[config.mk]
export PLATFORM = sky130hd
export DESIGN_NAME = uart_line_arbiter_flat
export DESIGN_NICKNAME = d
export VERILOG_FILES = /design/src/rtl/uart_line_arbiter_if.sv /design/src/rtl/uart_line_arbiter.sv /design/src/flat_wrapper.sv
export SDC_FILE = /design/constraint.sdc
export NUM_CORES = 1
export LEC_CHECK = 0
export BUFFER_PORTS_ARGS = -buffer_cell sky130_fd_sc_hd__buf_2
export CORE_MARGIN = 3
export CORE_UTILIZATION = 48
export CTS_BUF_LIST = sky130_fd_sc_hd__clkbuf_8
export DETAILED_ROUTE_END_ITERATION = 16
export PLACE_DENSITY_LB_ADDON = 0.1
export RECOVER_POWER = 50
export SLEW_MARGIN = 0
export SYNTH_ARGS = -nofsm -noshare
export SYNTH_HDL_FRONTEND = slang
export SYNTH_SLANG_ARGS = --single-unit
[constraint.sdc]
create_clock -name clk -period 1.7 [get_ports clk]
set_input_delay 0.085 -clock clk [delete_from_list [all_inputs] [get_ports clk]]
set_output_delay 0.085 -clock clk [all_outputs]
set_load 0.01 [all_outputs]
[src/rtl/uart_line_arbiter_if.sv]
// Producer-side and UART-side signals of the line arbiter, bundled as one port.
// Handshake: a producer byte moves on a posedge where req_en[i] & !req_busy[i]; a UART byte moves on a posedge where output_en & !output_busy.
interface uart_line_arbiter_if #(
    parameter int N = 2
);
    localparam int GW = (N > 1) ? $clog2(N) : 1;

    logic [N-1:0]   req_en;
    logic [8*N-1:0] req_data;
    logic [N-1:0]   req_busy;
    logic           output_busy;
    logic           output_en;
    logic [7:0]     output_data;
    logic           grant_valid;
    logic [GW-1:0]  grant_id;

    modport slave (
        input  req_en,
        input  req_data,
        input  output_busy,
        output req_busy,
        output output_en,
        output output_data,
        output grant_valid,
        output grant_id
    );

    modport master (
        output req_en,
        output req_data,
        output output_busy,
        input  req_busy,
        input  output_en,
        input  output_data,
        input  grant_valid,
        input  grant_id
    );
endinterface

[src/rtl/uart_line_arbiter.sv]
// Round-robin arbiter that hands the UART TX path to one producer per text line,
// with a one-entry registered output buffer toward the transmitter.
module uart_line_arbiter #(
    parameter int N       = 2,
    parameter int TIMEOUT = 1024
) (
    input  logic                 clk,
    input  logic                 rst_n,
    uart_line_arbiter_if.slave   bus
);
    localparam int GW = (N > 1) ? $clog2(N) : 1;
    localparam int CW = (TIMEOUT > 2) ? $clog2(TIMEOUT) : 1;
    localparam logic [CW-1:0] IDLE_LAST = (TIMEOUT > 0) ? CW'(TIMEOUT - 1) : '0;
    localparam logic [7:0] NEWLINE = 8'h0A;

    typedef enum logic {
        IDLE   = 1'b0,
        LOCKED = 1'b1
    } state_t;

    state_t         state_q, state_d;
    logic [GW-1:0]  rr_q, rr_d;
    logic [GW-1:0]  grant_q, grant_d;
    logic [CW-1:0]  idle_q, idle_d;
    logic           buf_valid_q;
    logic [7:0]     buf_data_q;

    logic           found;
    logic [GW-1:0]  winner;
    int             idx;
    logic           owner_en;
    logic [7:0]     owner_byte;
    logic           owner_busy;
    logic           accept;
    logic           transfer;
    logic [GW-1:0]  next_ptr;
    logic [N-1:0]   req_busy_c;

    assign owner_en   = bus.req_en[grant_q];
    assign owner_byte = bus.req_data[8*grant_q +: 8];
    // The owner may push whenever the buffer is empty or drains on this same edge.
    assign owner_busy = buf_valid_q & bus.output_busy;
    assign accept     = (state_q == LOCKED) & owner_en & ~owner_busy;
    assign transfer   = buf_valid_q & ~bus.output_busy;
    assign next_ptr   = (int'(grant_q) == N - 1) ? '0 : grant_q + 1'b1;

    // First requester at or after rr_q, wrapping at N (N need not be a power of 2).
    always_comb begin
        found  = 1'b0;
        winner = '0;
        idx    = 0;
        for (int k = 0; k < N; k++) begin
            idx = int'(rr_q) + k;
            if (idx >= N) begin
                idx = idx - N;
            end
            if (!found && bus.req_en[idx[GW-1:0]]) begin
                found  = 1'b1;
                winner = idx[GW-1:0];
            end
        end
    end

    always_comb begin
        req_busy_c = '1;
        if (state_q == LOCKED) begin
            req_busy_c[grant_q] = owner_busy;
        end
    end

    always_comb begin
        state_d = state_q;
        rr_d    = rr_q;
        grant_d = grant_q;
        idle_d  = idle_q;
        case (state_q)
            IDLE: begin
                if (found) begin
                    state_d = LOCKED;
                    grant_d = winner;
                    idle_d  = '0;
                end
            end
            LOCKED: begin
                if (accept) begin
                    idle_d = '0;
                    if (owner_byte == NEWLINE) begin
                        state_d = IDLE;
                        rr_d    = next_ptr;
                    end
                end else if (!owner_en) begin
                    // A silent owner is evicted so one stalled producer cannot hold the UART forever.
                    if ((TIMEOUT != 0) && (idle_q == IDLE_LAST)) begin
                        state_d = IDLE;
                        rr_d    = next_ptr;
                    end else begin
                        idle_d = idle_q + 1'b1;
                    end
                end
            end
            default: state_d = IDLE;
        endcase
    end

    always_ff @(posedge clk or negedge rst_n) begin
        if (!rst_n) begin
            state_q <= IDLE;
            rr_q    <= '0;
            grant_q <= '0;
            idle_q  <= '0;
        end else begin
            state_q <= state_d;
            rr_q    <= rr_d;
            grant_q <= grant_d;
            idle_q  <= idle_d;
        end
    end

    // Output buffer drains independently of ownership, so bytes leave in acceptance order.
    always_ff @(posedge clk or negedge rst_n) begin
        if (!rst_n) begin
            buf_valid_q <= 1'b0;
            buf_data_q  <= '0;
        end else if (accept) begin
            buf_valid_q <= 1'b1;
            buf_data_q  <= owner_byte;
        end else if (transfer) begin
            buf_valid_q <= 1'b0;
        end
    end

    assign bus.req_busy    = req_busy_c;
    assign bus.output_en   = buf_valid_q;
    assign bus.output_data = buf_data_q;
    assign bus.grant_valid = (state_q == LOCKED);
    assign bus.grant_id    = grant_q;

    grant_in_range: assert property (@(posedge clk) disable iff (!rst_n)
        int'(grant_q) < N);

    output_held_while_busy: assert property (@(posedge clk) disable iff (!rst_n)
        (bus.output_en && bus.output_busy) |=> (bus.output_en && $stable(bus.output_data)));
endmodule

[src/flat_wrapper.sv]
// flat-port wrapper written by rule: the top's interface ports become plain ports
module uart_line_arbiter_flat 
#(
    parameter int N       = 2,
    parameter int TIMEOUT = 1024
)
  (clk, rst_n, bus_req_en, bus_req_data, bus_output_busy, bus_req_busy, bus_output_en, bus_output_data, bus_grant_valid, bus_grant_id);
  uart_line_arbiter_if #(.N(N)) bus_i ();
  input  logic clk;
  input  logic rst_n;
  input wire logic [$bits(bus_i.req_en)-1:0] bus_req_en;
  input wire logic [$bits(bus_i.req_data)-1:0] bus_req_data;
  input wire logic [$bits(bus_i.output_busy)-1:0] bus_output_busy;
  output wire logic [$bits(bus_i.req_busy)-1:0] bus_req_busy;
  output wire logic [$bits(bus_i.output_en)-1:0] bus_output_en;
  output wire logic [$bits(bus_i.output_data)-1:0] bus_output_data;
  output wire logic [$bits(bus_i.grant_valid)-1:0] bus_grant_valid;
  output wire logic [$bits(bus_i.grant_id)-1:0] bus_grant_id;
  assign bus_i.req_en = bus_req_en;
  assign bus_i.req_data = bus_req_data;
  assign bus_i.output_busy = bus_output_busy;
  assign bus_req_busy = bus_i.req_busy;
  assign bus_output_en = bus_i.output_en;
  assign bus_output_data = bus_i.output_data;
  assign bus_grant_valid = bus_i.grant_valid;
  assign bus_grant_id = bus_i.grant_id;
  uart_line_arbiter #(.N(N), .TIMEOUT(TIMEOUT)) u_core (.clk(clk), .rst_n(rst_n), .bus(bus_i));
endmodule
==> impl_metrics.py <==
metrics = {
    "finish": {
        "drive_above_1_share": 0.3427,
        "n_fill_cell": 180,
        "antennaDiodeCount": 0,
        "nNetsFinal": 201,
        "area_growth_pct": 36.68,
        "design_area_um2": 1618,
        "fin_cells": 206,
        "ff_latch_area_um2": 551.8,
        "multi_input_area_um2": 643.1,
    },
    "grt": {
        "grt_pass1_vias": 1084,
        "antenna_found_initial": 0,
        "grt_pass1_wl_mm": 5.112,
        "overflow": 0,
        "grt_start_max_net_pins": 23,
        "grt_usage": 0.2068,
    },
    "floorplan": {
        "start_util": 0.5201,
        "core_area_um2": 2276,
        "chipWidth_um": 55.66,
        "rows": 17,
        "dieHeight_um": 55.66,
        "die-area_um2": 3097,
        "pin_count": 34,
    },
    "detailed_routing": {
        "first_pass_iters": 4,
        "route.detailed.drc": 0,
        "ant_nets": 0,
        "wl_per_cell_um": 15.29,
        "vias": 1204,
        "vias_per_cell": 5.845,
        "dr.first_iter.drc_count": 40,
        "totalWireLength_mm": 3.149,
    },
    "placement": {
        "hpwl_mm": 2.237,
        "io_buffer_count": 33,
        "dpl.cell_count": 198,
        "gp_congestion": 0.9242,
        "placed_cell_area_um2": 1473,
    },
    "sta": {
        "drv_slew": 0,
        "tightest_slew_ns": 1.212,
        "slew_headroom": 0.1919,
        "setup_viol": 2,
        "rsz0062_at_grt": "yes",
        "fin_ws_ns": -0.04975,
        "timing.final.crit_share": 1.029,
        "period_needed_ns": 1.750,
        "fin_skew_ns": 0.003913,
        "hold_viol": 0,
        "fmax_mhz": 571.5,
    },
    "clock_network": {
        "cts_tree": "built",
        "cts_sinks": 22,
        "clk_pin_slew_ns": 0.09,
        "root_buffer": "clkbuf_8",
        "cts_buffers": 3,
        "htreeDepth": 1,
        "clock_latency_ns": 0.27,
        "clock_path_buffers": 2,
    },
    "yosys": {
        "synthCells": 126,
        "synth_cell_types": 35,
        "yosysWarningCount": 0,
        "syn_nets": 148,
        "ys.flop_type": "dfrtp_1",
        "synthArstFlopShare": 1.000,
        "avgSynthCellArea_um2": 9.394,
        "synth_edf_count": 0,
        "synth_area_um2": 1184,
        "ys_seq_elements": 22,
        "ys_seq_area_frac": 0.4651,
    },
    "critical_path": {
        "start_kind": "flip-flop",
        "required_ns": 1.91,
        "arrival_ns": 1.96,
        "crit_path_end_kind": "flip-flop",
        "crit_fanout": 4,
        "path_class": "flip-flop to flip-flop",
        "r2r_cells": 6,
    },
    "pwr": {
        "p_leak_nw": 0.7641,
        "finalPower_mw": 2.397,
        "vdd.ir_drop.worst_v": 0.001154,
        "power_density_nw_per_um2": 1482,
    },
    "run": {
        "maxCapViolCount": 0,
    },
    "outcome": {
        "violations": "setup timing",
        "status": "finished with violations",
    },
    "min_path": {
        "min_path_cells": 2,
        "hp-class": "input pin to flip-flop",
    },
}
per-stage QoR:
| step | utilization | TNS, ns | hold WS (ns) | worst slack [ns] |
|---|---|---|---|---|
| 6_report | 0.7108 | -0.06929 | 0.08087 | -0.04975 |
| 5_1_grt | 0.7108 | -0.2754 | 0.09654 | -0.1232 |
| 4_1_cts | 0.6971 | -0.01025 | 0.07071 | -0.01025 |
| 3_5_place_dp | 0.6471 | -0.1559 | 0.07542 | -0.09108 |
| 3_3_place_gp | 0.6471 | 0 | 0.07244 | 0.03741 |
| 2_1_floorplan | - | -0.04715 | -0.2106 | -0.04715 |
layout by cell type (no fill, tap or decap), types with 2 or more instances in the layout:
cell type / count
buf_2: 29
nand2_1: 23
dfrtp_1: 21
buf_4: 17
o21ai_0: 13
mux2i_1: 9
nand3_1: 6
o21ai_1: 6
a21oi_1: 5
clkbuf_1: 4
nor3_1: 3
nand4_1: 3
a31oi_1: 3
clkbuf_8: 3
inv_1: 2
a41oi_1: 2
and3_1: 2
final timing paths:
path	startpoint	endpoint	slack, ns
min reg2reg	u_core.bus.output_data[3]	u_core.bus.output_data[3]	0.48
min	bus_req_en[0]	u_core.bus.grant_id	0.08
min in group asynchronous	rst_n	u_core.bus.output_data[4]	0.60
max	u_core.idle_q[0]	u_core.idle_q[9]	-0.05
max reg2reg	u_core.idle_q[0]	u_core.idle_q[9]	-0.05
max in group asynchronous	rst_n	u_core.bus.grant_id	0.30
critical path, cell delays in order, from the launching register on:
cell	delay, ns
dfrtp_1	0.41
ha_2	0.20
and3_4	0.19
a41oi_4	0.26
nand2_1	0.11
or4_1	0.42
nand3_1	0.09
flip-flops by register name, indices dropped and copies added, names as in the netlist:
register                cells
u_core.idle_q              10
u_core.bus.output_data      8
u_core.bus.grant_id         1
u_core.bus.grant_valid      1
u_core.bus.output_en        1
u_core.rr_q                 1
cell families (layout without fill, tap and decap cells):
kind of cell,count (synthesis),in the layout,synth area share
AND/OR/NAND/NOR,49,49,0.2061
adder cells (fa/ha/maj),1,1,0.01057
flip-flops,22,22,0.4651
buffers and inverters,6,58,0.02643
multiplexers,10,10,0.08879
AO/OA/AOI/OAI,38,38,0.2030
report_power, final:
group          switching, mW  internal [mW]
Clock                  0.183          0.315
Combinational          0.585          0.512
Sequential             0.116          0.688
final cells by class:
cell class                      count  area share
Sequential cell                    22      0.3411
Multi-Input combinational cell     98      0.3975
Clock inverter                      1     0.01856
Tap cell                           28     0.02166
Timing Repair Buffer               52      0.1910
Inverter                            2    0.004640
Clock buffer                        3     0.02552
layer usage:
metal / track usage / share of wire / vias to the layer above
met3: 0.02320 / 0.048 / 8
met2: 0.3226 / 0.49 / 39
li1: - / - / 585
met4: 0.08681 / 0.017 / 0
met1: 0.2908 / 0.45 / 572
met5: 0 / 0 / -
cells in the mapped netlist (all sizes together), types with 2 or more instances:
cell type   n  area (um^2)
a21oi       6        33.78
buf         2        16.26
inv         2        7.510
nor3        4        20.02
nand3       6        30.03
o21ai      19        95.09
nor4        2        12.51
nand2      23        86.33
nand4       3        18.77
mux2i       9        90.09
clkbuf      2        7.510
dfrtp      22        550.5
and3        3        18.77
a41oi       3        33.79
a31oi       3        18.77
timing repair:
action / CTS / global route
cloned: 0 / 0
endpoints found under the setup margin: 5 / 11
gates resized for setup: 3 / 13
pin swaps: 1 / 2
hold buffers: 1 / 0
setup buffers: 2 / 1
hold endpoints to repair: 22 / 0
No activity file was read; power rests on OpenSTA's default activity.
